[config.mk]
export PLATFORM = sky130hd
export DESIGN_NAME = fc_core_feeder
export DESIGN_NICKNAME = d
export VERILOG_FILES = /design/src/rtl/fc_core_feeder.sv
export SDC_FILE = /design/constraint.sdc
export NUM_CORES = 1
export LEC_CHECK = 0
export CORE_MARGIN = 5
export CORE_UTILIZATION = 44
export CTS_CLUSTER_SIZE = 30
export DETAILED_ROUTE_END_ITERATION = 10
export PLACE_DENSITY = 0.87
export SYNTH_ARGS = -nofsm -noshare
export SYNTH_HDL_FRONTEND = slang
export SYNTH_SLANG_ARGS = --single-unit
[constraint.sdc]
create_clock -name clk -period 3.7 [get_ports clk]
set_clock_uncertainty 0.1 [all_clocks]
set_input_delay 0.37 -clock clk [delete_from_list [all_inputs] [get_ports clk]]
set_output_delay 0.37 -clock clk [all_outputs]
set_load 0.02 [all_outputs]
[src/rtl/fc_core_feeder.sv]
// rtl/fc_core_feeder.sv - sequencer feeding node/weight pairs into one fully connected MAC core
module fc_core_feeder #(
    parameter int IN_DATA_WITDH = 16,
    parameter int ADDR_WIDTH    = 5
) (
    input  logic                              clk,
    input  logic                              reset_n,
    input  logic                              i_start,
    input  logic [ADDR_WIDTH:0]               i_num,
    output logic                              o_idle,
    output logic                              o_done,
    output logic                              o_node_ce,
    output logic                              o_wegt_ce,
    output logic [ADDR_WIDTH-1:0]             o_node_addr,
    output logic [ADDR_WIDTH-1:0]             o_wegt_addr,
    input  logic signed [IN_DATA_WITDH-1:0]   i_node_q,
    input  logic signed [IN_DATA_WITDH-1:0]   i_wegt_q,
    output logic                              o_core_run,
    output logic                              o_core_valid,
    output logic signed [IN_DATA_WITDH-1:0]   o_core_node,
    output logic signed [IN_DATA_WITDH-1:0]   o_core_wegt,
    input  logic                              i_core_valid,
    input  logic signed [4*IN_DATA_WITDH-1:0] i_core_result,
    output logic signed [4*IN_DATA_WITDH-1:0] o_result,
    output logic                              o_result_valid
);

    typedef enum logic [2:0] {
        S_IDLE,
        S_RUN,
        S_READ,
        S_WAIT,
        S_DONE
    } state_t;

    localparam logic [ADDR_WIDTH:0] MAX_N   = {1'b1, {ADDR_WIDTH{1'b0}}};
    localparam logic [ADDR_WIDTH:0] CNT_ONE = {{ADDR_WIDTH{1'b0}}, 1'b1};

    state_t                            state_q, state_d;
    logic [ADDR_WIDTH:0]               num_q;
    logic [ADDR_WIDTH:0]               rd_cnt_q;
    logic [ADDR_WIDTH:0]               ret_cnt_q;
    logic                              core_valid_q;
    logic signed [4*IN_DATA_WITDH-1:0] result_q;

    logic [ADDR_WIDTH:0] num_clamped;
    logic [ADDR_WIDTH:0] num_last;
    logic                rd_last;
    logic                in_rx;
    logic                capture;

    // Pair count is clamped to the memory depth; last index is only used when N > 0.
    assign num_clamped = (i_num > MAX_N) ? MAX_N : i_num;
    assign num_last    = num_q - CNT_ONE;
    assign rd_last     = (rd_cnt_q == num_last);
    assign in_rx       = (state_q == S_READ) || (state_q == S_WAIT);
    assign capture     = in_rx && i_core_valid && (ret_cnt_q == num_last);

    // Next-state logic; capture wins over the READ->WAIT step so an early last return is never lost.
    always_comb begin
        state_d = state_q;
        case (state_q)
            S_IDLE:  if (i_start) state_d = S_RUN;
            S_RUN:   state_d = (num_q != '0) ? S_READ : S_DONE;
            S_READ: begin
                if (capture)      state_d = S_DONE;
                else if (rd_last) state_d = S_WAIT;
            end
            S_WAIT:  if (capture) state_d = S_DONE;
            S_DONE:  state_d = S_IDLE;
            default: state_d = S_IDLE;
        endcase
    end

    // State, counters, the memory-latency-aligned core valid, and the captured result.
    always_ff @(posedge clk or negedge reset_n) begin
        if (!reset_n) begin
            state_q      <= S_IDLE;
            num_q        <= '0;
            rd_cnt_q     <= '0;
            ret_cnt_q    <= '0;
            core_valid_q <= 1'b0;
            result_q     <= '0;
        end else begin
            state_q      <= state_d;
            core_valid_q <= (state_q == S_READ);
            if (state_q == S_IDLE && i_start) begin
                num_q <= num_clamped;
            end
            if (state_q == S_RUN) begin
                rd_cnt_q <= '0;
            end else if (state_q == S_READ) begin
                rd_cnt_q <= rd_cnt_q + CNT_ONE;
            end
            if (state_q == S_RUN) begin
                ret_cnt_q <= '0;
            end else if (in_rx && i_core_valid) begin
                ret_cnt_q <= ret_cnt_q + CNT_ONE;
            end
            if (capture) begin
                result_q <= i_core_result;
            end else if (state_q == S_RUN && num_q == '0) begin
                result_q <= '0;
            end
        end
    end

    assign o_idle         = (state_q == S_IDLE);
    assign o_done         = (state_q == S_DONE);
    assign o_result_valid = (state_q == S_DONE);
    assign o_core_run     = (state_q == S_RUN);
    assign o_node_ce      = (state_q == S_READ);
    assign o_wegt_ce      = (state_q == S_READ);
    assign o_node_addr    = rd_cnt_q[ADDR_WIDTH-1:0];
    assign o_wegt_addr    = rd_cnt_q[ADDR_WIDTH-1:0];
    assign o_core_valid   = core_valid_q;
    assign o_core_node    = i_node_q;
    assign o_core_wegt    = i_wegt_q;
    assign o_result       = result_q;

endmodule

Yosys cells after proc, flatten, opt, wreduce, memory -nomap -nowiden
Cells that the tools add are included.
{"block": "totals", "register_bits": 86, "output_inout_bits": 113, "wordCells": 44}
{"block": "op_classes", "addsub": 3, "order_cmp": 1, "n_eq_ne": 9, "mux": 13, "reduce_logical": 12}
{"op": "64-bit 2-to-1 mux", "count": 2}
{"op": "6-bit 2-to-1 mux", "count": 5}
{"op": "3-bit 2-to-1 mux", "count": 5}
{"op": "6-bit by 1-bit adder with 6-bit output (second input constant)", "count": 2}
{"op": "6-bit == test", "count": 2}
{"op": "3-bit one-hot mux with 4 select lines", "count": 1}
{"op": "3-bit by 2-bit == test with 1-bit output (second input constant)", "count": 2}
{"op": "6-bit greater-than comparator (second input constant)", "count": 1}
{"op": "6-bit zero test", "count": 1}
{"op": "2-bit nonzero test", "count": 3}
{"op": "6-bit nonzero test", "count": 1}
{"op": "6-bit by 1-bit subtractor with 6-bit output (second input constant)", "count": 1}
{"op": "1-bit logical AND", "count": 4}
{"op": "2-bit inequality test (second input constant)", "count": 2}
{"op": "3-bit by 1-bit == test with 1-bit output (second input constant)", "count": 1}
{"op": "3-bit == test (second input constant)", "count": 1}
{"op": "3-bit zero test", "count": 1}
{"op": "3-bit by 1-bit inequality test with 1-bit output (second input constant)", "count": 1}
{"op": "3-bit AND reduction", "count": 1}
{"op": "1-bit logical OR", "count": 1}

Depth between registers and ports, before layout
{"block": "logic_depth", "depth_word": 6, "mapped_depth": 12, "ltp_nobuf": 7}

Worst setup path before layout
OpenSTA, ideal clock, no wires.
{"block": "synth_path", "path_kind": "reg-to-reg", "from": "reg num_q[0]", "to": "reg result_q[0] (netlist: o_result[0])", "arrival_ps": 2245, "required_ps": 3476, "path_slack_ps": 1231, "path_stages_with_launch": 13, "n_path_buf": 5, "period_less_slack_ps": 2469, "cell_sequence": "dfrtp_1 clkbuf_1 inv_1 ha_1 clkbuf_1 xor2_1 and3_1 a211oi_1 and4b_1 clkbuf_2 buf_6 buf_6 mux2i_1"}
{"block": "synth_between", "elab_chain_cells": 4, "elab_cells_between_ends": 7}
{"element": "from (decl)", "line_no": "40", "source": "logic [ADDR_WIDTH:0] num_q;"}
{"element": "from (signal assigned)", "line_no": "88", "source": "num_q <= num_clamped;"}
{"element": "6-bit by 1-bit subtractor with 6-bit output", "line_no": "54", "source": "assign num_last = num_q - CNT_ONE;"}
{"element": "6-bit == test", "line_no": "57", "source": "assign capture = in_rx && i_core_valid && (ret_cnt_q == num_last);"}
{"element": "1-bit logical AND", "line_no": "57"}
{"element": "64-bit 2-to-1 mux / 2-bit nonzero test (equally long branches)"}
{"element": "to (signal assigned)", "line_no": "101", "source": "result_q <= i_core_result;"}
{"element": "to (decl)", "line_no": "44", "source": "logic signed [4*IN_DATA_WITDH-1:0] result_q;"}
Several ways; a longest one is shown, not always the timed one.
A chain may end at the register's enable or synchronous reset.

Worst setup path in the final report
{"block": "layout_path", "from": "reg num_q[0]", "to": "reg result_q[51] (netlist: o_result[51])"}
Same word-level chain as after synthesis.

==> summary.md <==
| Metric | Value |
|---|---|
| Status | `complete, no violations` |
| Port buffer count | `between 150 and 200` |
| Worst skew pair latency | `340 ps` |
| Worst slack at placement | `806 ps` |
| Syn_nets | `564` |
| Final setup vio count | `0` |
| Io pins | `about 220` |
| Area taken by multi-input logic gates | `1630 µm²` |
| Worst R2R Setup Slack | `just over 800 ps` |
| Final net count | `664` |
| Hold_buf cts | `0` |
| Ys Warns | `0` |
| Final TNS setup | `0 ps` |
| Slowest CP cell | `and4b_4` |
| Placer Congestion | `0.819` |
| Final Non-Filler Cells | `slightly below 700` |
| Die X-Extent | `111 µm` |
| Period minus WS final | `2880 ps` |
| Syn avg cell area | `about 10 µm²` |
| Library cells used by synthesis | `40` |
| Largest net degree at the start of global routing | `87` |
| Layout cells sized above 1 | `~5%` |
| EDFF count, synth | `0` |
| Iteration-0 DRC Markers | `~120` |
| Yosys reg bits | `86` |
| ANT cells | `0` |
| Cts repair resizes | `0` |
| CTS tree | `yes` |
| Critical path launch point type | `flop` |
| Leading register cell type out of synthesis | `dfrtp_1` |
| R2R Path End | `o_result[51]` |
| Avg Vias per Cell | `around 4.8` |
| Total number of vias | `3334` |
| Final instance area | `5960 µm²` |
| Unrepaired setup endpoints after global routing | `false` |
| Crit path buffers/inverters | `2` |
| Max VDD drop | `between 0.4 and 0.5 mV` |
| Htree depth | `3` |
| Slew HR | `29.2%` |
| Grt total ovfl | `0` |
| Max_cap viols | `0` |
| WP data required | `3840 ps` |
| R2R Path Start | `num_q[0]` |
| DRC | `0` |
| DPL Wire Length | `7870 µm` |
| Final Power | `between 4 and 5 mW` |
| Worst Reg2Reg Path Length in Cells | `8` |
| Endpoint class of the critical path | `flop` |
| Post-Place Cells | `679` |
| Hold Violations, Final | `0` |
| CTS clk-pin slew, worst paths | `roughly 80 ps` |
| Slew Limit Fails | `0` |
| Crit-path max cell delay | `between 700 and 800 ps` |
| Cell Rows | `37` |
| First-pass GRT wire length | `around 17000 µm` |
| WS Path Type | `reg2reg` |
| Placed Area | `5780 µm²` |
| Max Freq | `0.347 GHz` |
| Fin crit share | `77.9%` |
| Area Overhead vs Synth | `32.3%` |
| Post-CTS Setup Inserts | `0` |
| Initial core utilization | `44.4%` |
| Drt first pass iters | `4` |
| Height of the die | `111 µm` |
| Register area | `2150 µm²` |
| Antenna Violating Nets Remaining | `0` |
| Worst hold path type | `in2async` |
| Hold slack final | `121 ps` |
| Syn Std Cell Area | `4510 µm²` |
| Setup WS post-layout | `818 ps` |
| Detailed Route WL | `10500 µm` |
| Clock Sinks | `86` |
| Worst-path maximum fanout | `28` |
| Fill cells | `836` |
| Leakage Power | `2.73 nW` |
| Power per Cell Area | `just over 800 nW/µm²` |
| Clk Tree Root Cell | `clkbuf_8` |
| Vias in the first global route | `3522` |
| Per-cell routed wire length | `15.1 µm` |
| CTS buffer count | `9` |
| Crit path max-delay family | `simple AND/OR/NAND/NOR gates` |
| Antenna violations before repair | `0` |
| Final core occ | `between 50% and 60%` |
| Worst Path Arrival | `3020 ps` |
| Ys async rst share | `100%` |
| CP Cell Sequence | `inv_1, ha_1, xor2_1, and3_1, a211oi_1, and4b_4, buf_4, mux2i_1` |
| Max clock buf depth | `2` |
| Placeable Area | `roughly 10000 µm²` |
| Post-synthesis cell count | `between 400 and 500` |
| Worst Max-Slew Pin Slew | `1060 ps` |
| Total track usage | `16.7%` |
| Post-synthesis sequential area ratio | `a little under half` |
| Die footprint | `12400 µm²` |
-- area by class of cell --
cell class	count	share of cell area (%)
clock buffers	12	2.43
clock inverters	4	0.525
inverters	67	4.22
multi-input cells	232	27.3
flip-flops and latches	86	36.1
well taps	136	2.85
repair buffers	158	26.5
-- cell usage in the layout, fill, tap and decap left out, types with 4 or more instances in the layout --
cell type / count
inv_1: 67
ha_1: 4
dfrtp_1: 86
mux2i_1: 64
nor2_1: 12
buf_4: 4
o21ai_0: 5
nor3_1: 5
clkbuf_8: 10
xor2_1: 11
clkdlybuf4s50_1: 153
xnor2_1: 9
nand2_1: 77
nand2b_1: 8
-- how the worst max path moves through the flow --
stage,cells after the start,slack (ps),end,startpoint
floorplan,12,1230,o_result[0],num_q[0]
global placement,7,1020,o_result[15],i_core_valid
detailed placement,8,810,o_result[51],num_q[0]
CTS,8,800,o_result[51],num_q[0]
global route,8,650,o_result[59],num_q[0]
finish,8,820,o_result[51],num_q[0]
-- where the power goes --
part           switching, mW  total (mW)  internal, mW
registers              0.375        1.75          1.38
clock network          0.325       0.591         0.266
logic                   1.26        2.50          1.24
-- cell families (layout without fill, tap and decap cells) --
family                     count (synthesis)  in the layout  synth area share [%]
buffers and inverters                    136            241                  16.2
and+or+nand+nor                          122            122                  12.5
DFF                                       86             86                  47.8
muxes                                     67             67                  15.0
xor gates and xnor gates                  22             22                  4.89
AOI/OAI and AO/OA                         17             17                  2.58
adders and majority gates                  4              4                  1.11
-- metal layers --
metal,vias up,routed length (µm),track usage (%),share of wire [%]
met5,-,0,0,0
met4,0,147,5.43,1.4
met3,17,790,5.13,7.5
met2,140,5540,29.8,53
met1,1605,4010,19.0,38
li1,1572,-,-,-
-- Yosys cell counts (4+ instances only) --
master	number	area [µm²]
dfrtp_1	86	2150
inv_1	67	251
xnor2_1	9	78.8
clkbuf_1	13	48.8
mux2i_1	64	641
nand2b_1	8	50.1
ha_1	4	50.1
o21ai_0	5	25.0
xor2_1	11	96.3
buf_4	48	360
nand2_1	78	293
nor2_1	12	45.0
buf_6	5	56.3
nor3_1	5	25.0
-- worst reg2reg max path, delay by kind of cell, from the launching register on --
family / cells / cell delay, ps
and+or+nand+nor: 2 / 910
DFF: 1 / 480
buffers and inverters: 2 / 450
adders and majority gates: 1 / 320
muxes: 1 / 260
xor gates and xnor gates: 1 / 210
AOI/OAI and AO/OA: 1 / 60
-- registers in the layout, indices dropped and copies added (netlist names) --
register and flops:
o_result 64, num_q 6, rd_cnt_q 6, ret_cnt_q 6
state_q 3, o_core_valid 1
(Power assumes the default switching activity.)
